### src/rtl/alu_pkg.sv
// alu_pkg: shared types and constants for the sequential execute unit.
//   XLEN          datapath width (32 only)
//   SHAMT_W       width of the shift-amount field taken from op_b
//   CNT_W         iteration counter width (holds up to 32 multiply steps)
//   alu_op_e      4-bit operation codes from ALU control
//   exec_state_e  sequencer states
// Optional feature macro: ALU_SEQ_MUL_EN (enables the shift-add multiply).
package alu_pkg;

    localparam int XLEN    = 32;
    localparam int SHAMT_W = 5;
    localparam int CNT_W   = SHAMT_W + 1;

    typedef enum logic [3:0] {
        OP_AND = 4'b0000,
        OP_OR  = 4'b0001,
        OP_ADD = 4'b0010,
        OP_XOR = 4'b0011,
        OP_SUB = 4'b0110,
        OP_SLT = 4'b0111,
        OP_SLL = 4'b1000,
        OP_SRL = 4'b1001,
        OP_SRA = 4'b1010,
        OP_MUL = 4'b1100
    } alu_op_e;

    typedef enum logic [1:0] {
        IDLE  = 2'd0,
        SHIFT = 2'd1,
        MUL   = 2'd2,
        DONE  = 2'd3
    } exec_state_e;

    // Shift ops are the only iterative codes that are always built.
    function automatic logic is_shift_op(input logic [3:0] op);
        return (op == OP_SLL) || (op == OP_SRL) || (op == OP_SRA);
    endfunction

endpackage

### src/rtl/alu_comb.sv
// alu_comb: purely combinational single-cycle ALU ops.
//   op_i       4-bit operation code
//   a_i, b_i   operands
//   res_o      result for AND/OR/XOR/ADD/SUB/SLT (0 for every other code)
//   illegal_o  unsupported operation code flag
// Shift codes (and MUL when ALU_SEQ_MUL_EN is defined) are legal but are
// computed by the sequencer, so res_o is 0 for them.
module alu_comb
    import alu_pkg::*;
(
    input  logic [3:0]      op_i,
    input  logic [XLEN-1:0] a_i,
    input  logic [XLEN-1:0] b_i,
    output logic [XLEN-1:0] res_o,
    output logic            illegal_o
);

    always_comb begin
        res_o     = '0;
        illegal_o = 1'b0;
        case (op_i)
            OP_AND: res_o = a_i & b_i;
            OP_OR:  res_o = a_i | b_i;
            OP_XOR: res_o = a_i ^ b_i;
            OP_ADD: res_o = a_i + b_i;
            OP_SUB: res_o = a_i - b_i;
            // Signed compare on the true values, so wrap in a-b cannot flip it.
            OP_SLT: res_o = {{(XLEN-1){1'b0}}, ($signed(a_i) < $signed(b_i))};
            OP_SLL, OP_SRL, OP_SRA: res_o = '0;
`ifdef ALU_SEQ_MUL_EN
            OP_MUL: res_o = '0;
`endif
            default: illegal_o = 1'b1;
        endcase
    end

endmodule

### src/rtl/alu_seq_exec.sv
// alu_seq_exec: multi-cycle execute unit with valid/ready on both sides.
//   clk, rst              clock, synchronous active-high reset
//   in_valid / in_ready   request handshake (in_ready only in IDLE)
//   alu_op, op_a, op_b    operation and operands (op_b[4:0] = shift amount)
//   out_valid / out_ready response handshake (outputs held until taken)
//   result, zero, err     registered result, result==0, unsupported op
// Single-cycle ops finish in one cycle, shifts move one bit per cycle and,
// with ALU_SEQ_MUL_EN defined, MUL runs a 32-step shift-add.
module alu_seq_exec
    import alu_pkg::*;
(
    input  logic            clk,
    input  logic            rst,
    input  logic            in_valid,
    output logic            in_ready,
    input  logic [3:0]      alu_op,
    input  logic [XLEN-1:0] op_a,
    input  logic [XLEN-1:0] op_b,
    output logic            out_valid,
    input  logic            out_ready,
    output logic [XLEN-1:0] result,
    output logic            zero,
    output logic            err
);

    localparam logic [CNT_W-1:0] CNT_ONE = CNT_W'(1);

    exec_state_e     state_q, state_d;
    alu_op_e         op_q, op_d;
    logic [CNT_W-1:0] cnt_q, cnt_d;
    // Shift accumulator, reused as the product register for MUL.
    logic [XLEN-1:0] acc_q, acc_d;
    logic [XLEN-1:0] result_q, result_d;
    logic            zero_q, zero_d;
    logic            err_q, err_d;
`ifdef ALU_SEQ_MUL_EN
    logic [XLEN-1:0] mcand_q, mcand_d;
    logic [XLEN-1:0] mplier_q, mplier_d;
    logic [XLEN-1:0] prod_nxt;
`endif

    logic [XLEN-1:0] comb_res;
    logic            comb_illegal;
    logic [XLEN-1:0] shift_nxt;
    logic [SHAMT_W-1:0] shamt;

    assign shamt = op_b[SHAMT_W-1:0];

    alu_comb u_comb (
        .op_i      (alu_op),
        .a_i       (op_a),
        .b_i       (op_b),
        .res_o     (comb_res),
        .illegal_o (comb_illegal)
    );

    // One-bit step of the captured shift op; SRA replicates bit 31.
    always_comb begin
        case (op_q)
            OP_SLL:  shift_nxt = {acc_q[XLEN-2:0], 1'b0};
            OP_SRL:  shift_nxt = {1'b0, acc_q[XLEN-1:1]};
            default: shift_nxt = {acc_q[XLEN-1], acc_q[XLEN-1:1]};
        endcase
    end

`ifdef ALU_SEQ_MUL_EN
    assign prod_nxt = mplier_q[0] ? (acc_q + mcand_q) : acc_q;
`endif

    always_comb begin
        state_d  = state_q;
        op_d     = op_q;
        cnt_d    = cnt_q;
        acc_d    = acc_q;
        result_d = result_q;
        zero_d   = zero_q;
        err_d    = err_q;
`ifdef ALU_SEQ_MUL_EN
        mcand_d  = mcand_q;
        mplier_d = mplier_q;
`endif
        case (state_q)
            IDLE: begin
                if (in_valid) begin
                    op_d = alu_op_e'(alu_op);
                    if (is_shift_op(alu_op)) begin
                        if (shamt == '0) begin
                            state_d  = DONE;
                            result_d = op_a;
                            zero_d   = (op_a == '0);
                            err_d    = 1'b0;
                        end else begin
                            state_d = SHIFT;
                            cnt_d   = {1'b0, shamt};
                            acc_d   = op_a;
                        end
                    end
`ifdef ALU_SEQ_MUL_EN
                    else if (alu_op == OP_MUL) begin
                        state_d  = MUL;
                        cnt_d    = CNT_W'(XLEN);
                        acc_d    = '0;
                        mcand_d  = op_a;
                        mplier_d = op_b;
                    end
`endif
                    else begin
                        state_d  = DONE;
                        result_d = comb_res;
                        zero_d   = (comb_res == '0);
                        err_d    = comb_illegal;
                    end
                end
            end
            SHIFT: begin
                acc_d = shift_nxt;
                cnt_d = cnt_q - CNT_ONE;
                if (cnt_q == CNT_ONE) begin
                    state_d  = DONE;
                    result_d = shift_nxt;
                    zero_d   = (shift_nxt == '0);
                    err_d    = 1'b0;
                end
            end
`ifdef ALU_SEQ_MUL_EN
            MUL: begin
                acc_d    = prod_nxt;
                mcand_d  = {mcand_q[XLEN-2:0], 1'b0};
                mplier_d = {1'b0, mplier_q[XLEN-1:1]};
                cnt_d    = cnt_q - CNT_ONE;
                if (cnt_q == CNT_ONE) begin
                    state_d  = DONE;
                    result_d = prod_nxt;
                    zero_d   = (prod_nxt == '0);
                    err_d    = 1'b0;
                end
            end
`endif
            DONE: begin
                if (out_ready) state_d = IDLE;
            end
            default: state_d = IDLE;
        endcase
    end

    always_ff @(posedge clk) begin
        if (rst) begin
            state_q  <= IDLE;
            op_q     <= OP_AND;
            cnt_q    <= '0;
            acc_q    <= '0;
            result_q <= '0;
            zero_q   <= 1'b0;
            err_q    <= 1'b0;
`ifdef ALU_SEQ_MUL_EN
            mcand_q  <= '0;
            mplier_q <= '0;
`endif
        end else begin
            state_q  <= state_d;
            op_q     <= op_d;
            cnt_q    <= cnt_d;
            acc_q    <= acc_d;
            result_q <= result_d;
            zero_q   <= zero_d;
            err_q    <= err_d;
`ifdef ALU_SEQ_MUL_EN
            mcand_q  <= mcand_d;
            mplier_q <= mplier_d;
`endif
        end
    end

    // in_ready drops during the reset cycle even though state is already IDLE.
    assign in_ready  = (state_q == IDLE) && !rst;
    assign out_valid = (state_q == DONE);
    assign result    = result_q;
    assign zero      = zero_q;
    assign err       = err_q;

endmodule
### config.mk
export PLATFORM = sky130hd
export DESIGN_NAME = alu_seq_exec
export DESIGN_NICKNAME = d
export VERILOG_FILES = /design/src/rtl/alu_pkg.sv /design/src/rtl/alu_comb.sv /design/src/rtl/alu_seq_exec.sv
export SDC_FILE = /design/constraint.sdc
export NUM_CORES = 1
export LEC_CHECK = 0
export BUFFER_PORTS_ARGS = -buffer_cell sky130_fd_sc_hd__buf_2
export CAP_MARGIN = 20
export CORE_MARGIN = 2
export CORE_UTILIZATION = 30
export DETAILED_ROUTE_END_ITERATION = 16
export PLACE_DENSITY_LB_ADDON = 0.1
export SETUP_SLACK_MARGIN = 0.3
export SLEW_MARGIN = 25
export SYNTH_ARGS = -nofsm -noshare
export SYNTH_HDL_FRONTEND = slang
export SYNTH_HIERARCHICAL = 1
export SYNTH_SLANG_ARGS = --single-unit
### constraint.sdc
create_clock -name clk -period 3.8 [get_ports clk]
set_input_delay 0.38 -clock clk [delete_from_list [all_inputs] [get_ports clk]]
set_output_delay 0.38 -clock clk [all_outputs]
set_load 0.05 [all_outputs]
==> summary.md <==
| Metric | Value |
|---|---|
| Status | `completed` |
| # fillers | `3439` |
| CTS Buf Count | `9` |
| Sequential fraction of the synthesis area | `16.0%` |
| Ys flop type | `dfxtp_1` |
| Crit Path Max Fanout | `4` |
| Routed len/inst | `20.5 um` |
| Post-synth EDFFs | `0` |
| Synthesized area | `0.00976 mm^2` |
| Bufs on Longest Clock Path | `2` |
| Net Sw Power | `1.57 mW` |
| Hold WS | `0.301 ns` |
| Initial antenna violation count | `0` |
| Starting Density | `30.2%` |
| 1st-pass router iterations | `5` |
| Worst-margin pin slew | `1.06 ns` |
| YS warnings | `6` |
| RSZ-0062 raised after global routing | `yes` |
| Via count | `11500` |
| Die Span Y | `184 um` |
| Distinct cells, synth | `99` |
| CP Capture Type | `flip-flop` |
| Routed WL | `42600 um` |
| Max-Cap Viols | `0` |
| Storage element area | `0.00156 mm^2` |
| Port Buffers | `107` |
| CTS tree | `built` |
| Fin Clk Skew | `0.00768 ns` |
| Setup crit end | `zero` |
| Final Hold Fails | `0` |
| Count leader, synth | `nor2_1` |
| Setup WS pre-CTS | `-0.369 ns` |
| Synth Instances | `1337` |
| Tcrit/Tclk final | `96.4%` |
| Clk network pwr share | `23.8%` |
| Cell accounting for the most synthesized area | `dfxtp_1` |
| First-pass GRT wire length | `64500 um` |
| Slew margin rel. | `28.6%` |
| Fraction of registers with async set/reset | `0%` |
| Synth area leaders | `dfxtp_1, ha_1, a21oi_1` |
| Total placed instance area | `0.0124 mm^2` |
| Reg clk slew, reported paths | `0.06 ns` |
| I/O pin total | `108` |
| # diodes | `0` |
| Critical path arrival | `3.91 ns` |
| Clock root buffer | `clkbuf_16` |
| Die area | `0.0340 mm^2` |
| Reg2reg start | `state_q[0]` |
| Hpwl dp | `33200 um` |
| Gate power share | `51.7%` |
| Post-route cell area | `0.0136 mm^2` |
| Worst R2R Setup Slack | `1.16 ns` |
| Placer congestion estimate | `0.915` |
| Die width | `184 um` |
| # hold bufs at CTS | `0` |
| Area added between synthesis and finish | `39.3%` |
| Hold Crit Class | `in -> reg` |
| Kind of critical path | `in -> reg` |
| Worst r2r path cells | `7` |
| Pleak | `5.82 nW` |
| Critical R2R Capture | `result[14]` |
| Layout Nets | `1808` |
| Pwr Density | `279 mW/mm^2` |
| VDD IR max | `0.236 mV` |
| H-tree lvl count | `3` |
| Switching part of the total power | `41.5%` |
| Clock Latency Late Sink | `0.35 ns` |
| Final setup vio count | `0` |
| Int Power | `2.22 mW` |
| Vias in the first global route | `11100` |
| Worst EP required | `4.05 ns` |
| Number of core rows | `66` |
| # DRC | `0` |
| Max Transition Viols Final | `0` |
| CORE AREA | `0.0323 mm^2` |
| Beginning of the critical path | `op_a[0]` |
| Layout cells sized above 1 | `33.2%` |
| FMAX | `0.273 GHz` |
| Yosys reg bits | `78` |
| Sink Count | `78` |
| Largest net degree at the start of global routing | `79` |
| GRT Util Overall | `24.6%` |
| Net Count, Synth | `1511` |
| DR vias/cell | `5.55` |
| Post-route minimum period | `3.66 ns` |
| Part of the power in registers | `24.4%` |
| Initial DRC count | `712` |
| Synth top area share | `16.0%` |
| GRT overflow | `0` |
| Post-route ant nets | `0` |
| Syn_area_per_cell | `7.30 um^2` |
| Worst setup margin | `0.136 ns` |
| CP startpoint kind | `primary input` |
| Multi-input logic area | `0.00816 mm^2` |
| Most frequent cells after synthesis | `nor2_1, a21oi_1, nand2_1, inv_1, ha_1` |
## cell type report
cell class	instances	area share [%]
multi-input cells	1065	60.1
repair buffers	376	19.2
flip-flops and latches	78	11.5
well taps	442	4.07
inverters	104	2.93
clock buffers	10	1.76
clock inverters	6	0.516
## kinds of logic (layout without fill, tap and decap cells)
group	after synthesis	after routing	synth area share (%)
DFF	78	78	16.0
and+or+nand+nor	438	438	21.9
adders and majority gates	102	102	13.2
muxes	72	72	7.80
buffers and inverters	194	496	8.14
AOI/OAI and AO/OA	446	446	32.3
xor gates and xnor gates	7	7	0.628
## worst min-delay path by stage
| stage | from | endpoint | slack, ns | depth (start not counted) |
|---|---|---|---|---|
| floorplan | acc_q[0] | acc_q[0] | 0.45 | 2 |
| global placement | result[28] | result[28] | 0.45 | 2 |
| detailed placement | result[0] | result[0] | 0.45 | 2 |
| CTS | out_ready | state_q[0] | 0.29 | 3 |
| global route | out_ready | state_q[0] | 0.32 | 3 |
| finish | out_ready | state_q[0] | 0.30 | 3 |
## state kept, by name, summed over array words and instances, names as in the netlist
register,count
acc_q,32
result,32
cnt_q,6
op_q,4
state_q,2
err,1
zero,1
## routing by layer
metal	up-vias	routed length [um]	share of wire, %	GRT usage (%)
li1	5524	-	-	-
met1	5562	19700	46	34.4
met2	402	19200	45	39.4
met3	52	2950	6.9	3.38
met4	0	851	2.0	6.27
met5	-	0	0	0
## power groups by stage
stage	registers (mW)	clock network (mW)	logic, mW
floorplan	1.04	0	0.920
detailed placement	0.943	0	1.76
global placement	0.943	0	1.77
global route	0.933	0.954	2.11
finish	0.925	0.903	1.96
CTS	0.925	0.928	1.79
## per-stage QoR
stage | TNS [ns] | instances | utilization [%] | power (mW)
2_1_floorplan | 0 | 1337 | - | 1.96
3_3_place_gp | -1.20 | 2055 | 38.5 | 2.71
3_5_place_dp | -1.43 | 2055 | 38.5 | 2.71
4_1_cts | 0 | 2072 | 39.7 | 3.64
5_1_grt | -0.0238 | 2081 | 42.1 | 3.99
6_report | 0 | 2081 | 42.1 | 3.79
## repair_timing
item | in CTS | in global routing
pin swaps | 2 | 35
resized for setup | 14 | 137
setup endpoints to repair | 8 | 21
buffers inserted | 1 | 9
## layout by cell type, fill, tap and decap left out, drive strengths merged, types with 8 or more instances in the layout
cell,Yosys,routed
mux2i,40,40
o211ai,20,20
a21o,12,12
a31oi,10,10
inv,104,105
mux2,32,32
o21bai,18,18
nor4,32,32
o21ai,68,68
nand2,110,110
o22ai,14,14
o221ai,40,40
a221oi,41,41
dfxtp,78,78
nor3,19,19
a211oi,11,11
o31ai,12,12
o21a,9,9
a21oi,124,124
ha,100,100
nand3,48,48
nand4,8,8
a22oi,13,13
nand2b,28,28
a221o,8,8
or3,11,11
nor2b,11,11
buf,39,375
nor2,139,139
clkbuf,51,11
## worst max-delay path, cell delays in order
cell,delay [ns]
buf_2,0.13
buf_4,0.14
ha_4,0.15
inv_2,0.06
fa_2,0.22
nand2b_4,0.13
a21oi_2,0.05
buf_4,0.15
o21a_1,0.20
a211oi_4,0.42
o31ai_2,0.13
a311oi_2,0.30
nand2_1,0.10
o22ai_1,0.19
nor2_1,0.14
nor4_2,0.28
buf_4,0.15
nand4_1,0.08
nor4_1,0.19
a31oi_1,0.08
a311oi_1,0.25
Note: power is estimated with default switching activity, not from simulation.
